### config.mk
export PLATFORM = sky130hd
export DESIGN_NAME = multicycle_control_fsm_flat
export DESIGN_NICKNAME = d
export VERILOG_FILES = /design/src/rtl/multicycle_control_fsm_pkg.sv /design/src/rtl/multicycle_control_fsm_if.sv /design/src/rtl/multicycle_control_fsm_watchdog.sv /design/src/rtl/multicycle_control_fsm.sv /design/src/flat_wrapper.sv
export SDC_FILE = /design/constraint.sdc
export NUM_CORES = 1
export LEC_CHECK = 0
export BUFFER_PORTS_ARGS = -buffer_cell sky130_fd_sc_hd__buf_2
export CAP_MARGIN = 15
export CORE_UTILIZATION = 30
export CTS_BUF_LIST = sky130_fd_sc_hd__clkbuf_2
export DETAILED_ROUTE_END_ITERATION = 10
export GPL_ROUTABILITY_DRIVEN = 1
export SKIP_LAST_GASP = 1
export SYNTH_ARGS = -nofsm -noshare
export SYNTH_HDL_FRONTEND = slang
export SYNTH_SLANG_ARGS = --single-unit
### constraint.sdc
create_clock -name clk -period 2 [get_ports clk]
set_clock_uncertainty 0.05 [all_clocks]
set_input_delay 0.1 -clock clk [delete_from_list [all_inputs] [get_ports clk]]
set_output_delay 0.1 -clock clk [all_outputs]
set_load 0.01 [all_outputs]
### src/rtl/multicycle_control_fsm_pkg.sv
// Shared encodings for the multicycle control sequencer: states, opcodes,
// datapath mux select values and the bundled control-output record.
package mc_ctrl_pkg;

    localparam int OP_W    = 6;
    localparam int STATE_W = 4;

    typedef enum logic [STATE_W-1:0] {
        FETCH   = 4'd0,
        DECODE  = 4'd1,
        MEMADR  = 4'd2,
        MEMRD   = 4'd3,
        MEMWB   = 4'd4,
        MEMWR   = 4'd5,
        EXECUTE = 4'd6,
        ALUWB   = 4'd7,
        BRANCH  = 4'd8,
        ADDIEX  = 4'd9,
        ADDIWB  = 4'd10,
        JUMP    = 4'd11
    } state_t;

    localparam logic [OP_W-1:0] OP_RTYPE = 6'b000000;
    localparam logic [OP_W-1:0] OP_LW    = 6'b100011;
    localparam logic [OP_W-1:0] OP_SW    = 6'b101011;
    localparam logic [OP_W-1:0] OP_BEQ   = 6'b000100;
    localparam logic [OP_W-1:0] OP_ADDI  = 6'b001000;
    localparam logic [OP_W-1:0] OP_J     = 6'b000010;

    typedef enum logic [1:0] {
        SRCB_B      = 2'b00,
        SRCB_FOUR   = 2'b01,
        SRCB_IMM    = 2'b10,
        SRCB_IMM_SH = 2'b11
    } src_b_t;

    typedef enum logic [1:0] {
        ALU_ADD   = 2'b00,
        ALU_SUB   = 2'b01,
        ALU_FUNCT = 2'b10
    } alu_op_t;

    typedef enum logic [1:0] {
        PC_ALU    = 2'b00,
        PC_ALUOUT = 2'b01,
        PC_JUMP   = 2'b10
    } pc_src_t;

    // Every datapath control decoded from the current state, kept in one
    // record so a single '0 clears them all.
    typedef struct packed {
        logic    pc_write;
        logic    branch;
        logic    ir_write;
        logic    iord;
        logic    mem_read;
        logic    mem_write;
        logic    reg_dst;
        logic    mem_to_reg;
        logic    reg_write;
        logic    alu_src_a;
        src_b_t  alu_src_b;
        alu_op_t alu_op;
        pc_src_t pc_src;
        logic    instr_done;
        logic    illegal_op;
        logic    mem_timeout;
    } ctrl_t;

endpackage

### src/rtl/multicycle_control_fsm_if.sv
// Control bus between the sequencer (master) and the datapath/memory side
// (slave). The zero flag travels with the bus for the datapath's branch logic.
interface multicycle_control_fsm_if
    import mc_ctrl_pkg::*;
#(
    parameter int OPW = OP_W
);
    logic [OPW-1:0]     opcode;
    logic               zero;
    logic               mem_ready;
    logic               pc_write;
    logic               branch;
    logic               ir_write;
    logic               iord;
    logic               mem_read;
    logic               mem_write;
    logic               reg_dst;
    logic               mem_to_reg;
    logic               reg_write;
    logic               alu_src_a;
    logic [1:0]         alu_src_b;
    logic [1:0]         alu_op;
    logic [1:0]         pc_src;
    logic [STATE_W-1:0] state;
    logic               instr_done;
    logic               illegal_op;
    logic               mem_timeout;

    modport master (
        input  opcode, mem_ready,
        output pc_write, branch, ir_write, iord, mem_read, mem_write,
               reg_dst, mem_to_reg, reg_write, alu_src_a, alu_src_b,
               alu_op, pc_src, state, instr_done, illegal_op, mem_timeout
    );

    modport slave (
        output opcode, zero, mem_ready,
        input  pc_write, branch, ir_write, iord, mem_read, mem_write,
               reg_dst, mem_to_reg, reg_write, alu_src_a, alu_src_b,
               alu_op, pc_src, state, instr_done, illegal_op, mem_timeout
    );

endinterface

### src/rtl/multicycle_control_fsm_watchdog.sv
// Counts consecutive not-ready cycles in a memory-access state and flags an
// abort once the count reaches MEM_TIMEOUT. The sequencer only leaves such a
// state on ready or on this abort, so clearing on either also covers every
// state change.
module mem_wait_watchdog #(
    parameter int MEM_TIMEOUT = 15,
    parameter int CNT_W       = 8
) (
    input  logic clk,
    input  logic reset,
    input  logic active,
    input  logic mem_ready,
    output logic timeout
);

    logic [CNT_W-1:0] count_q;
    logic [CNT_W-1:0] count_d;

    // Timeout compare and next count: advance only while stalled short of the limit.
    always_comb begin
        timeout = active && !mem_ready && (count_q == CNT_W'(MEM_TIMEOUT));
        count_d = '0;
        if (active && !mem_ready && !timeout) begin
            count_d = count_q + CNT_W'(1);
        end
    end

    // Wait counter register.
    always_ff @(posedge clk or posedge reset) begin
        if (reset) begin
            count_q <= '0;
        end else begin
            count_q <= count_d;
        end
    end

endmodule

### src/rtl/multicycle_control_fsm.sv
// Multicycle MIPS control sequencer: steps fetch/decode/execute/memory/
// writeback and decodes every datapath select and strobe from the state.
module multicycle_control_fsm
    import mc_ctrl_pkg::*;
#(
    parameter int MEM_TIMEOUT = 15,
    parameter int CNT_W       = 8
) (
    input  logic                   clk,
    input  logic                   reset,
    multicycle_control_fsm_if.master bus
);

    state_t state_q;
    state_t state_d;
    ctrl_t  ctrl;
    logic   wait_active;
    logic   timeout;

    assign wait_active = (state_q == FETCH) || (state_q == MEMRD) || (state_q == MEMWR);

    mem_wait_watchdog #(
        .MEM_TIMEOUT(MEM_TIMEOUT),
        .CNT_W      (CNT_W)
    ) u_watchdog (
        .clk      (clk),
        .reset    (reset),
        .active   (wait_active),
        .mem_ready(bus.mem_ready),
        .timeout  (timeout)
    );

    // State register; reset always returns to instruction fetch.
    always_ff @(posedge clk or posedge reset) begin
        if (reset) begin
            state_q <= FETCH;
        end else begin
            state_q <= state_d;
        end
    end

    // Next-state and output decode; reset masks every strobe immediately.
    always_comb begin
        state_d = FETCH;
        ctrl    = '0;
        case (state_q)
            FETCH: begin
                ctrl.mem_read  = 1'b1;
                ctrl.alu_src_b = SRCB_FOUR;
                if (timeout) begin
                    ctrl.mem_read    = 1'b0;
                    ctrl.mem_timeout = 1'b1;
                end else if (bus.mem_ready) begin
                    ctrl.ir_write = 1'b1;
                    ctrl.pc_write = 1'b1;
                    state_d       = DECODE;
                end
            end
            DECODE: begin
                ctrl.alu_src_b = SRCB_IMM_SH;
                case (bus.opcode)
                    OP_LW, OP_SW: state_d = MEMADR;
                    OP_RTYPE:     state_d = EXECUTE;
                    OP_BEQ:       state_d = BRANCH;
                    OP_ADDI:      state_d = ADDIEX;
                    OP_J:         state_d = JUMP;
                    default:      ctrl.illegal_op = 1'b1;
                endcase
            end
            MEMADR: begin
                ctrl.alu_src_a = 1'b1;
                ctrl.alu_src_b = SRCB_IMM;
                state_d        = (bus.opcode == OP_SW) ? MEMWR : MEMRD;
            end
            MEMRD: begin
                ctrl.iord     = 1'b1;
                ctrl.mem_read = 1'b1;
                if (timeout) begin
                    ctrl.mem_read    = 1'b0;
                    ctrl.mem_timeout = 1'b1;
                end else if (bus.mem_ready) begin
                    state_d = MEMWB;
                end else begin
                    state_d = MEMRD;
                end
            end
            MEMWB: begin
                ctrl.reg_write  = 1'b1;
                ctrl.mem_to_reg = 1'b1;
                ctrl.instr_done = 1'b1;
            end
            MEMWR: begin
                ctrl.iord      = 1'b1;
                ctrl.mem_write = 1'b1;
                if (timeout) begin
                    ctrl.mem_write   = 1'b0;
                    ctrl.mem_timeout = 1'b1;
                end else if (bus.mem_ready) begin
                    ctrl.instr_done = 1'b1;
                end else begin
                    state_d = MEMWR;
                end
            end
            EXECUTE: begin
                ctrl.alu_src_a = 1'b1;
                ctrl.alu_src_b = SRCB_B;
                ctrl.alu_op    = ALU_FUNCT;
                state_d        = ALUWB;
            end
            ALUWB: begin
                ctrl.reg_write  = 1'b1;
                ctrl.reg_dst    = 1'b1;
                ctrl.instr_done = 1'b1;
            end
            BRANCH: begin
                ctrl.alu_src_a  = 1'b1;
                ctrl.alu_op     = ALU_SUB;
                ctrl.pc_src     = PC_ALUOUT;
                ctrl.branch     = 1'b1;
                ctrl.instr_done = 1'b1;
            end
            ADDIEX: begin
                ctrl.alu_src_a = 1'b1;
                ctrl.alu_src_b = SRCB_IMM;
                state_d        = ADDIWB;
            end
            ADDIWB: begin
                ctrl.reg_write  = 1'b1;
                ctrl.instr_done = 1'b1;
            end
            JUMP: begin
                ctrl.pc_src     = PC_JUMP;
                ctrl.pc_write   = 1'b1;
                ctrl.instr_done = 1'b1;
            end
            default: begin
                state_d = FETCH;
            end
        endcase
        if (reset) begin
            ctrl = '0;
        end
    end

    assign bus.pc_write    = ctrl.pc_write;
    assign bus.branch      = ctrl.branch;
    assign bus.ir_write    = ctrl.ir_write;
    assign bus.iord        = ctrl.iord;
    assign bus.mem_read    = ctrl.mem_read;
    assign bus.mem_write   = ctrl.mem_write;
    assign bus.reg_dst     = ctrl.reg_dst;
    assign bus.mem_to_reg  = ctrl.mem_to_reg;
    assign bus.reg_write   = ctrl.reg_write;
    assign bus.alu_src_a   = ctrl.alu_src_a;
    assign bus.alu_src_b   = ctrl.alu_src_b;
    assign bus.alu_op      = ctrl.alu_op;
    assign bus.pc_src      = ctrl.pc_src;
    assign bus.instr_done  = ctrl.instr_done;
    assign bus.illegal_op  = ctrl.illegal_op;
    assign bus.mem_timeout = ctrl.mem_timeout;
    assign bus.state       = state_q;

endmodule

### src/flat_wrapper.sv
// flat-port wrapper written by rule: the top's interface ports become plain ports
module multicycle_control_fsm_flat import mc_ctrl_pkg::*;
#(
    parameter int MEM_TIMEOUT = 15,
    parameter int CNT_W       = 8
)
  (clk, reset, bus_opcode, bus_mem_ready, bus_pc_write, bus_branch, bus_ir_write, bus_iord, bus_mem_read, bus_mem_write, bus_reg_dst, bus_mem_to_reg, bus_reg_write, bus_alu_src_a, bus_alu_src_b, bus_alu_op, bus_pc_src, bus_state, bus_instr_done, bus_illegal_op, bus_mem_timeout);
  multicycle_control_fsm_if bus_i ();
  input  logic clk;
  input  logic reset;
  input wire logic [$bits(bus_i.opcode)-1:0] bus_opcode;
  input wire logic [$bits(bus_i.mem_ready)-1:0] bus_mem_ready;
  output wire logic [$bits(bus_i.pc_write)-1:0] bus_pc_write;
  output wire logic [$bits(bus_i.branch)-1:0] bus_branch;
  output wire logic [$bits(bus_i.ir_write)-1:0] bus_ir_write;
  output wire logic [$bits(bus_i.iord)-1:0] bus_iord;
  output wire logic [$bits(bus_i.mem_read)-1:0] bus_mem_read;
  output wire logic [$bits(bus_i.mem_write)-1:0] bus_mem_write;
  output wire logic [$bits(bus_i.reg_dst)-1:0] bus_reg_dst;
  output wire logic [$bits(bus_i.mem_to_reg)-1:0] bus_mem_to_reg;
  output wire logic [$bits(bus_i.reg_write)-1:0] bus_reg_write;
  output wire logic [$bits(bus_i.alu_src_a)-1:0] bus_alu_src_a;
  output wire logic [$bits(bus_i.alu_src_b)-1:0] bus_alu_src_b;
  output wire logic [$bits(bus_i.alu_op)-1:0] bus_alu_op;
  output wire logic [$bits(bus_i.pc_src)-1:0] bus_pc_src;
  output wire logic [$bits(bus_i.state)-1:0] bus_state;
  output wire logic [$bits(bus_i.instr_done)-1:0] bus_instr_done;
  output wire logic [$bits(bus_i.illegal_op)-1:0] bus_illegal_op;
  output wire logic [$bits(bus_i.mem_timeout)-1:0] bus_mem_timeout;
  assign bus_i.opcode = bus_opcode;
  assign bus_i.mem_ready = bus_mem_ready;
  assign bus_pc_write = bus_i.pc_write;
  assign bus_branch = bus_i.branch;
  assign bus_ir_write = bus_i.ir_write;
  assign bus_iord = bus_i.iord;
  assign bus_mem_read = bus_i.mem_read;
  assign bus_mem_write = bus_i.mem_write;
  assign bus_reg_dst = bus_i.reg_dst;
  assign bus_mem_to_reg = bus_i.mem_to_reg;
  assign bus_reg_write = bus_i.reg_write;
  assign bus_alu_src_a = bus_i.alu_src_a;
  assign bus_alu_src_b = bus_i.alu_src_b;
  assign bus_alu_op = bus_i.alu_op;
  assign bus_pc_src = bus_i.pc_src;
  assign bus_state = bus_i.state;
  assign bus_instr_done = bus_i.instr_done;
  assign bus_illegal_op = bus_i.illegal_op;
  assign bus_mem_timeout = bus_i.mem_timeout;
  multicycle_control_fsm #(.MEM_TIMEOUT(MEM_TIMEOUT), .CNT_W(CNT_W)) u_core (.clk(clk), .reset(reset), .bus(bus_i));
endmodule
# ---- Word level (Yosys, flattened, before mapping)
# Cells that the tools add are included.
dict set report totals {
  out_inout_bits 23
  in_bits 9
  regBits 12
}
dict set report op_classes {
  addsub 1
  n_reduce_logical 18
  mux 32
  n_eq_ne 17
}
# op n
set op_table {}
lappend op_table {{4-bit one-hot mux with 7 select lines} 1}
lappend op_table {{4-bit one-hot mux with 5 select lines} 1}
lappend op_table {{19-bit 2-to-1 mux} 1}
lappend op_table {{1-bit 2-to-1 mux} 17}
lappend op_table {{4-bit by 3-bit equality test with 1-bit output, second input constant} 4}
lappend op_table {{4-bit equality test, second input constant} 4}
lappend op_table {{6-bit equality test, second input constant} 2}
lappend op_table {{3-bit 2-to-1 mux} 4}
lappend op_table {{8-bit by 1-bit adder with 8-bit output, second input constant} 1}
lappend op_table {{4-bit by 2-bit equality test with 1-bit output, second input constant} 2}
lappend op_table {{8-bit by 4-bit equality test with 1-bit output, second input constant} 1}
lappend op_table {{4-bit 2-to-1 mux} 2}
lappend op_table {{8-bit 2-to-1 mux} 1}
lappend op_table {{2-bit one-hot mux with 2 select lines} 2}
lappend op_table {{2-bit OR reduction} 4}
lappend op_table {{6-bit by 2-bit equality test with 1-bit output, second input constant} 1}
lappend op_table {{6-bit by 3-bit equality test with 1-bit output, second input constant} 1}
lappend op_table {{6-bit by 4-bit equality test with 1-bit output, second input constant} 1}
lappend op_table {{6-bit logical NOT} 1}
lappend op_table {{2-bit one-hot mux with 3 select lines} 1}
lappend op_table {{3-bit OR reduction} 2}
lappend op_table {{6-bit OR reduction} 1}
lappend op_table {{5-bit OR reduction} 1}
lappend op_table {{4-bit by 1-bit equality test with 1-bit output, second input constant} 1}
lappend op_table {{other kinds (6)} 11}

# ---- Depth between registers and ports, before layout
dict set report depth {
  word_depth 8
  mapped_depth 5
  ltp_nobuf 5
}

# ---- Modules after synthesis
# Synthesis repeated with hierarchy kept, for this count alone.
dict set report hier_totals {
  cells_unflattened 131
  hier_area_um2 1058.5
}
# module instances seq_area_each_um2 area_per_inst_um2 cells_each
set by_module_without_submodules {}
lappend by_module_without_submodules {multicycle_control_fsm 1 100.1 675.6 92}
lappend by_module_without_submodules {mem_wait_watchdog 1 200.2 382.9 39}

# ---- Worst setup path before layout
# Ideal clock, no wire load.
dict set report synth_path {
  path_type {reg-to-output}
  start {reg u_core.state_q[3] (netlist: u_core.bus.state[3])}
  end {out bus_mem_timeout}
  stages_incl_launch_ff 4
  t_arrival_ns 1.460
  setup_slack_ns 0.390
  t_required_ns 1.850
  path_cell_list {dfrtp_1 > or2_2 > o32a_2 > nor3_1}
}
dict set report synth_between {
  elab_chain_cells 8
}
# item line_no
set synth_rtl {}
lappend synth_rtl {{start: declaration} multicycle_control_fsm.sv:14} ;# state_t state_q;
lappend synth_rtl {{start signal: assignment} multicycle_control_fsm.sv:38} ;# state_q <= state_d;
lappend synth_rtl {{4-bit by 2-bit equality test with 1-bit output or 4-bit logical NOT (tied branches)} {multicycle_control_fsm.sv:20, multicycle_control_fsm.sv:46}}
lappend synth_rtl {{1-bit logical OR (2 in a row)} multicycle_control_fsm.sv:20} ;# assign wait_active = (state_q == FETCH) || (state_q == MEMRD) || (state_q == MEMWR);
lappend synth_rtl {{1-bit logical AND (2 in a row)} multicycle_control_fsm_watchdog.sv:21} ;# timeout = active && !mem_ready && (count_q == CNT_W'(MEM_TIMEOUT));
lappend synth_rtl {{1-bit 2-to-1 mux} {multicycle_control_fsm.sv:50, multicycle_control_fsm.sv:78, multicycle_control_fsm.sv:95}}
lappend synth_rtl {{1-bit 2-to-1 mux *} n/a}
lappend synth_rtl {{19-bit 2-to-1 mux *} multicycle_control_fsm.sv:140} ;# if (reset) begin
lappend synth_rtl {{end: declaration} flat_wrapper.sv:29} ;# output wire logic [$bits(bus_i.mem_timeout)-1:0] bus_mem_timeout;
# Every way passes the cells marked *; elsewhere a longest branch is shown, timed or not.

# ---- Final worst setup path
# Ends and elaborated chain as after synthesis.

==> results.yml <==
worst_setup_path:
  r2r_setup_slack_ps: 270
  ff2ff_path_depth: 5
  cp-start-kind: "register"
  cp_data_required_time_ps: 1850
  cp_data_arrival_time_ps: 1800
  path_class: "register to primary output"
  crit_fanout: 6
  r2r_start: "u_core.u_watchdog.count_q[0]$_DFF_PP0_"
  r2r_end: "u_core.bus.state[2]$_DFF_PP0_"
  critical-path-top-delay-family: "simple AND/OR/NAND/NOR gates"
  cp_num_buf_inv: 1
  critical_path.cell_chain: "or2_2 -> o32a_2 -> nor3_1 -> buf_2"
  endpoint_kind: "primary output"
  slowest_delay_ps: 430
  cp_slowest_cell: "o32a_2"
timing:
  hold_violations: 0
  relSlewSlack_pct: 69.0
  fmax_mhz: 513
  finalSetupViolations: 0
  slew_viol_final: 0
  whs_ps: 207
  rsz0062_at_grt: "true"
  fin_crit_sh_pct: 97.5
  tightest_slew_ps: 460
  final.min_clock_period_ps: 1950
global_route:
  busiest_layer: "met2"
  grt_usage_pct: 14.7
  grt_pass1_wl_um: 3940
  use_met1_pct: 19.2
  antenna_found_initial: 0
  met3_usage_pct: 1.32
  grt_overflow_total: 0
  grt_pass1_vias: 886
  grt_max_degree: 14
  grt_use_met2_pct: 24.0
pwr:
  p_total_mw: 1.02
  ir_drop_mv: 0.254
  leakage_nw: 0.555
  power.density_nw_per_um2: 875
logic_synthesis:
  syn-instance-count: 112
  yosys_warnings: 0
  synth_top_area_share_pct: 30.9
  syn_nets: 122
  synthArstFlopShare_pct: 100
  synth.distinct_cells: 43
  synth_edf_count: 0
  synthFlopType: "dfrtp_1"
  yosysSeqAreaShare_pct: 30.9
  ys_seq_elements: 12
  synth_area_leaders: "dfrtp_1, nor2_1, xnor2_1"
  synthesis.area_um2: 971
  synth.avg_cell_area_um2: 8.67
  yosys.area.top_type: "dfrtp_1"
detailed_routing:
  final_antenna_net_count: 0
  via_count: 960
  vias_per_cell: 5.13
  detail_route.wl_per_cell_um: 12.8
  drt_iter0_drc: 61
  drt_first_pass_iters: 4
  finalWirelength_um: 2390
  route.detailed.drc: 0
cells_and_area:
  drive_above_1_share_pct: 35.7
  multi_input_area_um2: 591
  diodes: 0
  fin_cells: 187
  n_fill_cell: 324
  nets: 155
  regArea_um2: 303
  area_growth_syn_to_layout_pct: 20.2
clocking:
  clkLatencyLatePin_ps: 270
  cts_buffer_depth: 2
  cts_tree: "yes"
  cts_buffers: 3
  root_buffer: "clkbuf_2"
  cts_max_level: 1
  clk_pin_slew_ps: 90
  postCtsSetupBuffers: 0
  cts_sinks: 12
min_path:
  min_to: "u_core.bus.state[0]$_DFF_PP0_"
  whs_path_depth: 3
  worstHoldStart: "bus_mem_ready"
  hold_class: "primary input to register"
place:
  gp_congestion: 0.862
  io_buffer_count: 31
  dp_cells: 183
  place.detailed.hpwl_um: 1860
floorplanning:
  dieArea_um2: 3470
  rows: 20
  initial_core_util_pct: 31.8
  die_w_um: 58.9
  io_pins: 32
  chipHeight_um: 58.9
  core_area_um2: 3050
flow_run:
  drv_cap: 0
run_status:
  outcome: "finished clean"
-- layer usage --
metal  part of all wire (%)  up-vias  wire, um
li1                       -      470         -
met1                     45      435      1080
met2                     46       46      1110
met3                    5.5        9       131
met4                    2.6        0        62
met5                      0        -         0
-- layout by cell type, fill, tap and decap left out, types with 2 or more instances in the layout --
master and n:
buf_2 31, xor2_1 4, nand2_1 4, xnor2_1 6
inv_1 3, nand2b_1 2, buf_4 3, nor3_1 8
dfrtp_1 10, nand4_1 2, nor4_1 4, dfrtp_2 2
or2_2 2, a211oi_1 4, nand3_1 4, nor2_1 15
nor2b_1 2, o211ai_1 2, a21oi_1 2, clkbuf_2 3
and3_1 5
-- report_power, final --
group          internal [mW]  switching [mW]
logic                  0.243           0.304
registers              0.284          0.0755
clock network         0.0409          0.0741
total                  0.568           0.454
-- cells by family after synthesis --
family | count (synthesis) | share of synthesized area (%)
and+or+nand+nor | 59 | 33.9
DFF | 12 | 30.9
adders and majority gates | 1 | 1.29
AOI/OAI and AO/OA | 19 | 16.0
xor gates and xnor gates | 10 | 9.02
buffers and inverters | 11 | 8.89
-- worst max path at each step --
| stage | slack [ps] | cells past startpoint | start | end |
|---|---|---|---|---|
| detailed placement | 270 | 5 | u_core.bus.state[2]$_DFF_PP0_ | bus_pc_write |
| global route | -9 | 4 | u_core.bus.state[3]$_DFF_PP0_ | bus_mem_timeout |
| CTS | 3 | 5 | u_core.bus.state[3]$_DFF_PP0_ | bus_mem_read |
| floorplan | 390 | 3 | u_core.bus.state[3]$_DFF_PP0_ | bus_mem_timeout |
| finish | 50 | 4 | u_core.bus.state[3]$_DFF_PP0_ | bus_mem_timeout |
| global placement | 340 | 5 | u_core.bus.state[3]$_DFF_PP0_ | bus_mem_read |
-- per-stage QoR --
stage,setup TNS (ps),cell area [um2],worst slack (ps),utilization [%]
detailed placement,0,1130,271,37.1
global placement,0,1130,336,37.1
global route,-18.0,1170,-9.31,38.2
CTS,0,1160,3.10,38.0
floorplan,0,971,390,-
finish,0,1170,49.5,38.2
-- synthesized netlist by cell type (2+ instances only) --
| cell | count |
|---|---|
| or2_2 | 2 |
| a211oi_1 | 4 |
| xnor2_1 | 6 |
| nand2_1 | 5 |
| clkbuf_8 | 3 |
| a21oi_1 | 2 |
| nand4_1 | 2 |
| buf_4 | 2 |
| nor3_1 | 8 |
| dfrtp_1 | 12 |
| nor2b_1 | 2 |
| nor4_1 | 4 |
| nand2b_1 | 2 |
| and3_1 | 5 |
| o211ai_1 | 2 |
| xor2_1 | 4 |
| nor2_1 | 16 |
| inv_1 | 3 |
| nand3_1 | 4 |
-- final cells by class --
| cell class | instances | share of cell area (%) |
|---|---|---|
| clock buffer | 3 | 1.29 |
| inverter | 4 | 1.39 |
| multi-input combinational | 89 | 50.6 |
| sequential | 12 | 25.9 |
| tap | 44 | 4.72 |
| timing repair buffer | 35 | 16.1 |
-- timing repair --
action / CTS / global route
endpoints found under the setup margin: 2 / 4
hold buffers: 1 / 0
pin swaps: 0 / 0
hold endpoints to repair: 12 / 0
resized for setup: 2 / 4
-- worst register-to-register path: stages (launching register included) --
cell and delay, ps:
dfrtp_1 410, ha_1 230, and3_1 230, nand2_2 140, o21ai_2 70, o311ai_0 450
-- registers in the layout (all words and copies together) (netlist names) --
register and count:
u_core.u_watchdog.count_q 8, u_core.bus.state 4
(Power assumes the default switching activity.)
